`src/rtl/sha2_pkg.sv`:
```
// ----------------------------------------------------------------------------
// sha2_pkg
// Shared constants and helper functions for the SHA-224/SHA-256 compression
// engine: the 64-entry round-constant table, both initial hash values, the
// sigma/choose/majority functions and the engine's state enumeration.
// No ports; imported by sha2_compress and sha2_wschedule.
// ----------------------------------------------------------------------------
package sha2_pkg;

   typedef enum logic [1:0] {
      ST_IDLE,
      ST_ROUND,
      ST_FINAL,
      ST_DONE
   } sha2_state_t;

   // Ascending packed index so that IV_*[i] is Hi and K_TABLE[t] is K[t].
   localparam logic [0:7][31:0] IV_SHA256 = {
      32'h6a09e667, 32'hbb67ae85, 32'h3c6ef372, 32'ha54ff53a,
      32'h510e527f, 32'h9b05688c, 32'h1f83d9ab, 32'h5be0cd19
   };

   localparam logic [0:7][31:0] IV_SHA224 = {
      32'hc1059ed8, 32'h367cd507, 32'h3070dd17, 32'hf70e5939,
      32'hffc00b31, 32'h68581511, 32'h64f98fa7, 32'hbefa4fa4
   };

   localparam logic [0:63][31:0] K_TABLE = {
      32'h428a2f98, 32'h71374491, 32'hb5c0fbcf, 32'he9b5dba5,
      32'h3956c25b, 32'h59f111f1, 32'h923f82a4, 32'hab1c5ed5,
      32'hd807aa98, 32'h12835b01, 32'h243185be, 32'h550c7dc3,
      32'h72be5d74, 32'h80deb1fe, 32'h9bdc06a7, 32'hc19bf174,
      32'he49b69c1, 32'hefbe4786, 32'h0fc19dc6, 32'h240ca1cc,
      32'h2de92c6f, 32'h4a7484aa, 32'h5cb0a9dc, 32'h76f988da,
      32'h983e5152, 32'ha831c66d, 32'hb00327c8, 32'hbf597fc7,
      32'hc6e00bf3, 32'hd5a79147, 32'h06ca6351, 32'h14292967,
      32'h27b70a85, 32'h2e1b2138, 32'h4d2c6dfc, 32'h53380d13,
      32'h650a7354, 32'h766a0abb, 32'h81c2c92e, 32'h92722c85,
      32'ha2bfe8a1, 32'ha81a664b, 32'hc24b8b70, 32'hc76c51a3,
      32'hd192e819, 32'hd6990624, 32'hf40e3585, 32'h106aa070,
      32'h19a4c116, 32'h1e376c08, 32'h2748774c, 32'h34b0bcb5,
      32'h391c0cb3, 32'h4ed8aa4a, 32'h5b9cca4f, 32'h682e6ff3,
      32'h748f82ee, 32'h78a5636f, 32'h84c87814, 32'h8cc70208,
      32'h90befffa, 32'ha4506ceb, 32'hbef9a3f7, 32'hc67178f2
   };

   function automatic logic [31:0] k_word(input logic [5:0] t);
      return K_TABLE[t];
   endfunction

   function automatic logic [31:0] rotr(input logic [31:0] x, input int unsigned n);
      return (x >> n) | (x << (32 - n));
   endfunction

   function automatic logic [31:0] big_sigma0(input logic [31:0] x);
      return rotr(x, 2) ^ rotr(x, 13) ^ rotr(x, 22);
   endfunction

   function automatic logic [31:0] big_sigma1(input logic [31:0] x);
      return rotr(x, 6) ^ rotr(x, 11) ^ rotr(x, 25);
   endfunction

   function automatic logic [31:0] small_sigma0(input logic [31:0] x);
      return rotr(x, 7) ^ rotr(x, 18) ^ (x >> 3);
   endfunction

   function automatic logic [31:0] small_sigma1(input logic [31:0] x);
      return rotr(x, 17) ^ rotr(x, 19) ^ (x >> 10);
   endfunction

   function automatic logic [31:0] ch(input logic [31:0] e, input logic [31:0] f,
                                      input logic [31:0] g);
      return (e & f) ^ (~e & g);
   endfunction

   function automatic logic [31:0] maj(input logic [31:0] a, input logic [31:0] b,
                                       input logic [31:0] c);
      return (a & b) ^ (a & c) ^ (b & c);
   endfunction

endpackage

```
`src/rtl/sha2_wschedule.sv`:
```
// ----------------------------------------------------------------------------
// sha2_wschedule
// SHA-2 message schedule as a 16-word sliding window. The window always holds
// W[t] .. W[t+15] for the next round t to be executed.
//   clk, reset_n : clock, asynchronous active-low reset
//   load         : parallel-load block_in into the window (W0 = [511:480])
//   advance      : slide the window forward by UNROLL words
//   block_in     : 512-bit padded message block
//   w_out        : W[t] .. W[t+UNROLL-1], word i at [32*i +: 32]
// ----------------------------------------------------------------------------
module sha2_wschedule
   import sha2_pkg::*;
#(
   parameter int UNROLL = 1
) (
   input  logic                  clk,
   input  logic                  reset_n,
   input  logic                  load,
   input  logic                  advance,
   input  logic [511:0]          block_in,
   output logic [UNROLL*32-1:0]  w_out
);

   logic [31:0] win       [16];
   logic [31:0] win_next  [16];
   logic [31:0] blk_words [16];
   logic [31:0] w_words   [UNROLL];

   for (genvar gi = 0; gi < 16; gi++) begin : g_unpack
      assign blk_words[gi] = block_in[511-32*gi -: 32];
   end

   for (genvar gi = 0; gi < UNROLL; gi++) begin : g_pack
      assign w_out[32*gi +: 32] = w_words[gi];
   end

   // Extend the window by UNROLL freshly expanded words. The expansion is
   // applied uniformly: while t < 16 the window still holds the loaded words,
   // and the extra words computed beyond it are exactly W[16..] as they will
   // be needed, so no special case for the first sixteen rounds is required.
   always_comb begin
      logic [31:0] ext [16+UNROLL];
      for (int j = 0; j < 16; j++) begin
         ext[j] = win[j];
      end
      for (int j = 16; j < 16 + UNROLL; j++) begin
         ext[j] = small_sigma1(ext[j-2]) + ext[j-7] + small_sigma0(ext[j-15]) + ext[j-16];
      end
      for (int j = 0; j < UNROLL; j++) begin
         w_words[j] = ext[j];
      end
      for (int j = 0; j < 16; j++) begin
         win_next[j] = ext[j+UNROLL];
      end
   end

   // The window is loaded in parallel when a block is accepted and slides
   // by UNROLL words on every round cycle; otherwise it simply holds.
   always_ff @(posedge clk or negedge reset_n) begin
      if (!reset_n) begin
         win <= '{default: '0};
      end else if (load) begin
         win <= blk_words;
      end else if (advance) begin
         win <= win_next;
      end
   end

endmodule

```
`src/rtl/sha2_compress.sv`:
```
// ----------------------------------------------------------------------------
// sha2_compress
// SHA-224/SHA-256 compression engine running UNROLL rounds per clock, with
// feed-forward into the chaining state. The digest is held until the next
// block is accepted.
//   clk, reset_n  : clock, asynchronous active-low reset
//   block_in      : 512-bit padded block, W0 = [511:480]
//   block_valid   : block_in valid
//   block_ready   : engine idle or done, can accept a block
//   first         : with the block: 1 loads the IV, 0 chains from current H
//   mode_224      : with a first block: 1 = SHA-224 IV, 0 = SHA-256 IV
//   digest        : H0 = [255:224] .. H7 = [31:0]; [31:0] reads 0 in SHA-224
//   digest_valid  : digest valid
// ----------------------------------------------------------------------------
module sha2_compress
   import sha2_pkg::*;
#(
   parameter int UNROLL = 1
) (
   input  logic         clk,
   input  logic         reset_n,
   input  logic [511:0] block_in,
   input  logic         block_valid,
   output logic         block_ready,
   input  logic         first,
   input  logic         mode_224,
   output logic [255:0] digest,
   output logic         digest_valid
);

   if (!(UNROLL == 1 || UNROLL == 2 || UNROLL == 4 || UNROLL == 8)) begin : g_bad_unroll
      $error("sha2_compress: UNROLL must be 1, 2, 4 or 8");
   end

   sha2_state_t state;
   sha2_state_t state_next;

   logic [6:0]            cnt;
   logic                  mode_q;
   logic                  accept;
   logic                  last_round;
   logic [31:0]           h_reg   [8];
   logic [31:0]           wv      [8];
   logic [31:0]           wv_next [8];
   logic [31:0]           iv_sel  [8];
   logic [31:0]           h_sum   [8];
   logic [31:0]           w_word  [UNROLL];
   logic [UNROLL*32-1:0]  w_flat;
   logic [255:0]          h_flat;

   assign accept     = block_valid && block_ready;
   assign last_round = (cnt + 7'(UNROLL)) == 7'd64;

   for (genvar gi = 0; gi < 8; gi++) begin : g_words
      assign iv_sel[gi]                 = mode_224 ? IV_SHA224[gi] : IV_SHA256[gi];
      assign h_sum[gi]                  = h_reg[gi] + wv[gi];
      assign h_flat[255-32*gi -: 32]    = h_reg[gi];
   end

   for (genvar gi = 0; gi < UNROLL; gi++) begin : g_wsplit
      assign w_word[gi] = w_flat[32*gi +: 32];
   end

   sha2_wschedule #(
      .UNROLL(UNROLL)
   ) u_wschedule (
      .clk      (clk),
      .reset_n  (reset_n),
      .load     (accept),
      .advance  (state == ST_ROUND),
      .block_in (block_in),
      .w_out    (w_flat)
   );

   // UNROLL chained copies of the round function. Each copy consumes the
   // working variables left by the previous one, so one clock covers rounds
   // cnt .. cnt+UNROLL-1 with their matching K and W words.
   always_comb begin
      logic [31:0] a, b, c, d, e, f, g, h, t1, t2;
      a  = wv[0];
      b  = wv[1];
      c  = wv[2];
      d  = wv[3];
      e  = wv[4];
      f  = wv[5];
      g  = wv[6];
      h  = wv[7];
      t1 = '0;
      t2 = '0;
      for (int i = 0; i < UNROLL; i++) begin
         t1 = h + big_sigma1(e) + ch(e, f, g) + k_word(cnt[5:0] + 6'(i)) + w_word[i];
         t2 = big_sigma0(a) + maj(a, b, c);
         h  = g;
         g  = f;
         f  = e;
         e  = d + t1;
         d  = c;
         c  = b;
         b  = a;
         a  = t1 + t2;
      end
      wv_next[0] = a;
      wv_next[1] = b;
      wv_next[2] = c;
      wv_next[3] = d;
      wv_next[4] = e;
      wv_next[5] = f;
      wv_next[6] = g;
      wv_next[7] = h;
   end

   // State register for the IDLE -> ROUND -> FINAL -> DONE sequence.
   always_ff @(posedge clk or negedge reset_n) begin
      if (!reset_n) begin
         state <= ST_IDLE;
      end else begin
         state <= state_next;
      end
   end

   // Next-state logic. A block is taken only from IDLE or DONE; after the
   // last group of rounds a single FINAL cycle performs the feed-forward.
   always_comb begin
      state_next = state;
      case (state)
         ST_IDLE, ST_DONE: if (accept) state_next = ST_ROUND;
         ST_ROUND:         if (last_round) state_next = ST_FINAL;
         ST_FINAL:         state_next = ST_DONE;
         default:          state_next = ST_IDLE;
      endcase
   end

   // Outputs decode only the state register, so nothing here depends
   // combinationally on block_valid. The digest is shown only in DONE and
   // its last word is blanked when the latched mode is SHA-224.
   always_comb begin
      block_ready  = (state == ST_IDLE) || (state == ST_DONE);
      digest_valid = (state == ST_DONE);
      digest       = '0;
      if (state == ST_DONE) begin
         digest = mode_q ? {h_flat[255:32], 32'h0} : h_flat;
      end
   end

   // Datapath registers. On acceptance the working variables start from
   // either the selected IV (which also becomes H) or the current H; each
   // round cycle advances them, and FINAL folds them back into H.
   always_ff @(posedge clk or negedge reset_n) begin
      if (!reset_n) begin
         h_reg  <= '{default: '0};
         wv     <= '{default: '0};
         cnt    <= '0;
         mode_q <= 1'b0;
      end else begin
         if (accept) begin
            cnt <= '0;
            if (first) begin
               h_reg  <= iv_sel;
               wv     <= iv_sel;
               mode_q <= mode_224;
            end else begin
               wv <= h_reg;
            end
         end else if (state == ST_ROUND) begin
            wv  <= wv_next;
            cnt <= cnt + 7'(UNROLL);
         end else if (state == ST_FINAL) begin
            h_reg <= h_sum;
         end
      end
   end

endmodule
```
`config.mk`:
```
export PLATFORM = sky130hd
export DESIGN_NAME = sha2_compress
export DESIGN_NICKNAME = d
export VERILOG_FILES = /design/src/rtl/sha2_pkg.sv /design/src/rtl/sha2_wschedule.sv /design/src/rtl/sha2_compress.sv
export SDC_FILE = /design/constraint.sdc
export NUM_CORES = 2
export LEC_CHECK = 0
export CORE_AREA = 5 5 295 441
export DETAILED_ROUTE_END_ITERATION = 12
export DIE_AREA = 0 0 300 446
export DONT_BUFFER_PORTS = 1
export PLACE_DENSITY = 0.75
export SLEW_MARGIN = 20
export SYNTH_ARGS = -nofsm -noshare
export SYNTH_HDL_FRONTEND = slang
export SYNTH_SLANG_ARGS = --single-unit
```
`constraint.sdc`:
```
create_clock -name clk -period 12.05 [get_ports clk]
set_input_delay 1.205 -clock clk [delete_from_list [all_inputs] [get_ports clk]]
set_output_delay 1.205 -clock clk [all_outputs]
set_load 0.005 [all_outputs]
```
### After elaboration in Yosys (flattened, before gate mapping)

Memory sizes are Yosys's and may differ from the RTL's.
Cells that the tools add are included.

| storage, ports and cells | value |
|---|---|
| register bits after elaboration | 1034 |
| bits in read-only memories | 2048 |
| bits of input ports | 517 |
| output and inout bits | 258 |
| word-level logic and storage cells | 125 |
| memories kept | 1 |

| operators by class | value |
|---|---|
| $add $sub $neg | 19 |
| order comparisons | 1 |
| eq/ne operators | 7 |
| multiplexer cells | 25 |
| bitwise operators | 28 |
| reduce and logical (&&, ||, !) cells | 9 |

Memories:

| memory | depth | bits a word | rd ports | clocked after Yosys merged registers in | write ports | RTL line | RTL |
|---|---|---|---|---|---|---|---|
| (name not given) | 64 | 32 | 1 | 0 | 0 | sha2_pkg.sv:48 | `return K_TABLE[t];` |

Operator list:

| kind | number |
|---|---|
| 256-bit two-way mux | 7 |
| 512-bit two-way mux | 2 |
| 32-bit adder | 18 |
| 32-bit XOR | 9 |
| 32-bit two-way mux | 8 |
| 32-bit bitwise AND | 5 |
| 31-bit two-way mux | 2 |
| 32-bit NOT | 1 |
| 10-bit by 32-bit bitwise OR with 32-bit output | 1 |
| 13-bit by 32-bit bitwise OR with 32-bit output | 1 |
| 14-bit by 32-bit bitwise OR with 32-bit output | 1 |
| 15-bit by 32-bit bitwise OR with 32-bit output | 1 |
| 19-bit by 32-bit bitwise OR with 32-bit output | 1 |
| 21-bit by 32-bit bitwise OR with 32-bit output | 1 |
| 25-bit by 32-bit bitwise OR with 32-bit output | 1 |
| 26-bit by 32-bit bitwise OR with 32-bit output | 1 |
| 30-bit by 32-bit bitwise OR with 32-bit output | 1 |
| 7-bit by 32-bit bitwise OR with 32-bit output | 1 |
| 32-bit by 22-bit XOR with 32-bit output | 1 |
| 32-bit by 29-bit XOR with 32-bit output | 1 |
| 28-bit two-way mux | 1 |
| 7-bit two-way mux | 2 |
| 7-bit by 1-bit adder with 7-bit output, second input constant | 1 |
| 7-bit == test, second input constant | 1 |
| 13 further kinds | 20 |

### Logic depth before layout (Yosys ltp)

| logic depth | value |
|---|---|
| depth after elaboration | 10 |
| depth in mapped cells | 40 |

### Hierarchy

From an unflattened synthesis, not the netlist that was laid out.

| unflattened totals | value |
|---|---|
| cells, all modules | 8770 |
| area total of the unflattened synthesis | 76355.7 um^2 |

Modules (own cells, without submodules):

| module | instances | cells an instance | area an instance (um^2) | sequential area each (um^2) |
|---|---|---|---|---|
| sha2_compress | 1 | 5951 | 48514.0 | 13062.5 |
| sha2_wschedule | 1 | 2819 | 27841.7 | 12812.3 |

### Worst setup path before layout

OpenSTA, ideal clock, no wires.

| path | value |
|---|---|
| path type | reg-to-reg |
| start | register cnt[0] |
| end | register wv[255] in the netlist's numbering |
| library setup time | 99 ps |
| arrival | 7739 ps |
| path slack | 4212 ps |
| cell stages (with the launch flop) | 40 |
| path through | dfrtp_1 -> clkbuf_1 -> clkinv_1 -> ha_1 -> clkbuf_1 -> a21oi_1 -> nor2_1 -> a21oi_1 -> o211ai_1 -> o21ai_0 -> fa_1 -> fa_1 -> inv_1 -> ha_1 -> inv_1 -> fa_1 -> and2b_1 -> o21ai_1 -> [... 4 more ...] -> and2_1 -> o21bai_1 -> a21oi_1 -> xnor2_1 -> inv_1 -> fa_1 -> inv_1 -> ha_1 -> a21oi_1 -> o21ai_1 -> nand4b_1 -> nand2_1 -> nor3_1 -> a21oi_1 -> a221o_1 -> a21oi_1 -> xnor3_1 -> a311oi_1 |

| between the ends | value |
|---|---|
| cells in the longest elaborated chain, start to end | 9 |

RTL lines:

| element | RTL line | RTL |
|---|---|---|
| start: declaration | sha2_compress.sv:38 | `logic [6:0] cnt;` |
| start signal: assignment | sha2_compress.sv:166 | `cnt <= cnt + 7'(UNROLL);` |
| 6-bit NOT with 7-bit output (implied by the code) | sha2_pkg.sv:48 |  |
| memory 64 x 32 bit | n/a |  |
| 32-bit two-way mux (implied by the code) (2 in a row) | sha2_pkg.sv:48 |  |
| 32-bit adder (2 in a row) | sha2_compress.sv:91 | `t1 = h + big_sigma1(e) + ch(e, f, g) + k_word(cnt[5:0] + 6'(i)) + w_word[i];` |
| 32-bit adder | sha2_compress.sv:100 | `a = t1 + t2;` |
| 256-bit two-way mux | sha2_compress.sv:164 | `end else if (state == ST_ROUND) begin` |
| 256-bit two-way mux | sha2_compress.sv:155 | `if (accept) begin` |
| end signal: assignment | sha2_compress.sv:159 | `wv <= iv_sel;` |
| end signal: assignment | sha2_compress.sv:162 | `wv <= h_reg;` |
| end signal: assignment | sha2_compress.sv:165 | `wv <= wv_next;` |
| end: declaration | sha2_compress.sv:43 | `logic [31:0] wv [8];` |

Every way passes these cells. The select of a mux whose other input is x is not followed.
A chain may end at the register's enable or synchronous reset.

### Worst setup path after layout

Same ends and word-level chain as after synthesis.

==> impl_metrics.json <==
{
  "dp_hpwl_mm": 257.2,
  "coreArea_um2": 126100,
  "layout_setup_ws_ns": 2.445,
  "grt_pass1_vias": 67228,
  "final_net_count": 9260,
  "yosysUniqueCellTypes": 90,
  "drt_pass1_iterations": 9,
  "num_rows": 160,
  "crit_path_start_kind": "register",
  "die_h_um": 446,
  "finalSetupViolCount": 0,
  "clock_skew_ns": 0.07141,
  "min_path_type": "in2async",
  "insertion_delay_ns": 0.81,
  "cts_tree": "done",
  "layout_min_cycle_time_ns": 9.605,
  "cts_hold_buf": 0,
  "drt_iter0_markers": 7079,
  "area_delta_synth_final_pct": 6.346,
  "critical_path_peak_fanout": 20,
  "cp-startpoint": "cnt[0]$_DFFE_PN0P_",
  "relSlewSlack_pct": 19.75,
  "synth_seq_cells": 1034,
  "status": "finished clean",
  "die-area_um2": 133800,
  "numCtsBuffers": 103,
  "finalCritPeriodShare_pct": 79.71,
  "worstReg2RegStart": "cnt[0]$_DFFE_PN0P_",
  "syn_area_per_cell_um2": 8.808,
  "ys_seq_area_share_pct": 34.53,
  "vias": 68038,
  "synth.top_cell.area_share_pct": 34.53,
  "die_w_um": 300,
  "syn_nets": 9612,
  "preCtsSetupSlack_ns": 2.675,
  "io_pins": 775,
  "grt_max_degree": 238,
  "worst_slew_pin_slew_ns": 1.204,
  "critPathArrivalTime_ns": 10.29,
  "cts_resized": 0,
  "drcViolationCount": 0,
  "htreeDepth": 3,
  "grt_setup_unrepaired": "no",
  "postSynthCellCount": 8507,
  "synth-edff-count": 0,
  "clkSinkCount": 1034,
  "syn_area_um2": 74930,
  "place_inst": 9667,
  "maxSlewViolCount": 0,
  "final_antenna_net_count": 0,
  "fill_cells": 10660,
  "cts_buffer_depth": 3,
  "cts.clk_slew.worst_paths_ns": 0.06,
  "drive_gt1_share_pct": 4.490,
  "hold_violations": 0,
  "synth_ff_type": "dfrtp_1",
  "setup.worst_path.end_class": "register",
  "criticalPathCategory": "reg2reg",
  "yosysWarnings": 0,
  "antenna_found_initial": 38,
  "overflow": 0,
  "postCtsSetupBuffers": 0,
  "avgRoutedWirePerCell_um": 34.47,
  "fmax_mhz": 104.1,
  "slowest_delay_ns": 0.86,
  "crit_slowest_cell": "ha_1",
  "wirelength_mm": 340.7,
  "io_buffers": 0,
  "post_layout_nonfiller_instances": 9884,
  "maxCapViolCount": 0,
  "setup_tns_ns": 0,
  "viasPerCell": 6.884,
  "cp.required_ns": 12.73,
  "gp_congestion": 1.093,
  "initial_core_util_pct": 59.41,
  "yosys.area.top_type": "dfrtp_1",
  "postSynth.asyncResetShare_pct": 100.0,
  "root_buffer": "clkbuf_16",
  "grt_usage_pct": 49.57,
  "grt_pass1_wl_mm": 477.1,
  "synth_area_leaders": "dfrtp_1 35%, mux2i_1 8.9%, ha_1 6.6%"
}
==> cell usage after synthesis, types with 126 or more instances <==
| library cell | n |
|---|---|
| a21oi_1 | 690 |
| mux2i_1 | 663 |
| o21ai_0 | 902 |
| fa_1 | 195 |
| o21ai_1 | 126 |
| dfrtp_1 | 1034 |
| clkbuf_1 | 520 |
| xor2_1 | 177 |
| nand2_1 | 910 |
| and2_1 | 272 |
| a21o_1 | 178 |
| inv_1 | 336 |
| xnor2_1 | 398 |
| nor2_1 | 461 |
| ha_1 | 393 |
| nor3_1 | 134 |
==> layer usage <==
layer	GRT usage (%)	vias to the layer above	share of wire [%]
met2	78.24	4362	45
met1	47.97	32703	30
met5	0	-	0.035
li1	-	29063	-
met4	59.89	18	16
met3	13.44	1892	9.0
==> registers in the layout, summed over array words and instances (netlist names) <==
name and count:
h_flat 256, mode_q 1, u_wschedule.w_out 32, state 2, wv 256, cnt 7, u_wschedule.win 480
==> layout by cell type, fill, tap and decap left out, drive strengths merged, types with 146 or more instances in the layout <==
master     n
fa       195
xor2     177
inv      343
and2     272
mux2i    663
nand2    910
xnor2    399
dfrtp   1034
clkbuf   146
a21oi    691
ha       393
o21ai   1028
nor2     461
a21o     178
==> layout make-up <==
cell class                 count  area (µm²)  share of cell area (%)
multi-input combinational   6552       45750                   57.42
antenna                       24       60.06                 0.07537
sequential                  1034       25880                   32.48
clock buffer                 146        2992                   3.754
inverter                     340        1279                   1.605
timing repair buffer         124        1156                   1.451
clock inverter                44       534.3                  0.6705
tap                         1620        2027                   2.544
==> path summary, 6_finish.rpt <==
check / to / slack, ns / cells after the start
setup / recovery: wv[255]$_DFFE_PN0P_ / 2.44 / 33
min in group clk: mode_q$_DFFE_PN0P_ / 0.54 / 2
hold / removal: h_flat[147]$_DFFE_PN0P_ / 0.12 / 0
max in group asynchronous: u_wschedule.win[140]$_DFFE_PN0P_ / 9.01 / 5
hold reg to reg: mode_q$_DFFE_PN0P_ / 0.54 / 2
setup reg to reg: wv[255]$_DFFE_PN0P_ / 2.44 / 33
==> worst max-delay path, delay by kind of cell (launching register included) <==
| kind | cells | cell delay [ns] |
|---|---|---|
| AO/OA/AOI/OAI | 13 | 3.67 |
| adder cells (fa/ha/maj) | 6 | 2.85 |
| flip-flops | 1 | 0.34 |
| buffers and inverters | 6 | 0.92 |
| AND/OR/NAND/NOR | 6 | 1.29 |
| XOR/XNOR | 2 | 0.43 |
==> cells by family (layout without fill, tap and decap cells) <==
family,count (synthesis),in the layout,share of synthesized area (%)
compound gates,2542,2542,19.89
mux,690,690,9.338
xor+xnor,577,577,6.773
flops,1034,1034,34.53
buf+inv,921,654,4.614
simple gates,2152,2152,13.04
fa+ha+maj,591,591,11.81
other cells,0,24,0
==> per-stage QoR <==
step	util [%]	instance area [µm²]	hold WS [ns]
2_1_floorplan	-	74930	0.4764
6_report	63.18	79680	0.1195
3_3_place_gp	60.20	75920	0.5140
4_1_cts	63.08	79560	0.09130
3_5_place_dp	60.29	76040	0.5293
5_1_grt	63.15	79650	0.1041
Power is left out: the tool's default activity adds up to more than one toggle a clock period on the data nets, which glitch-free logic cannot reach.
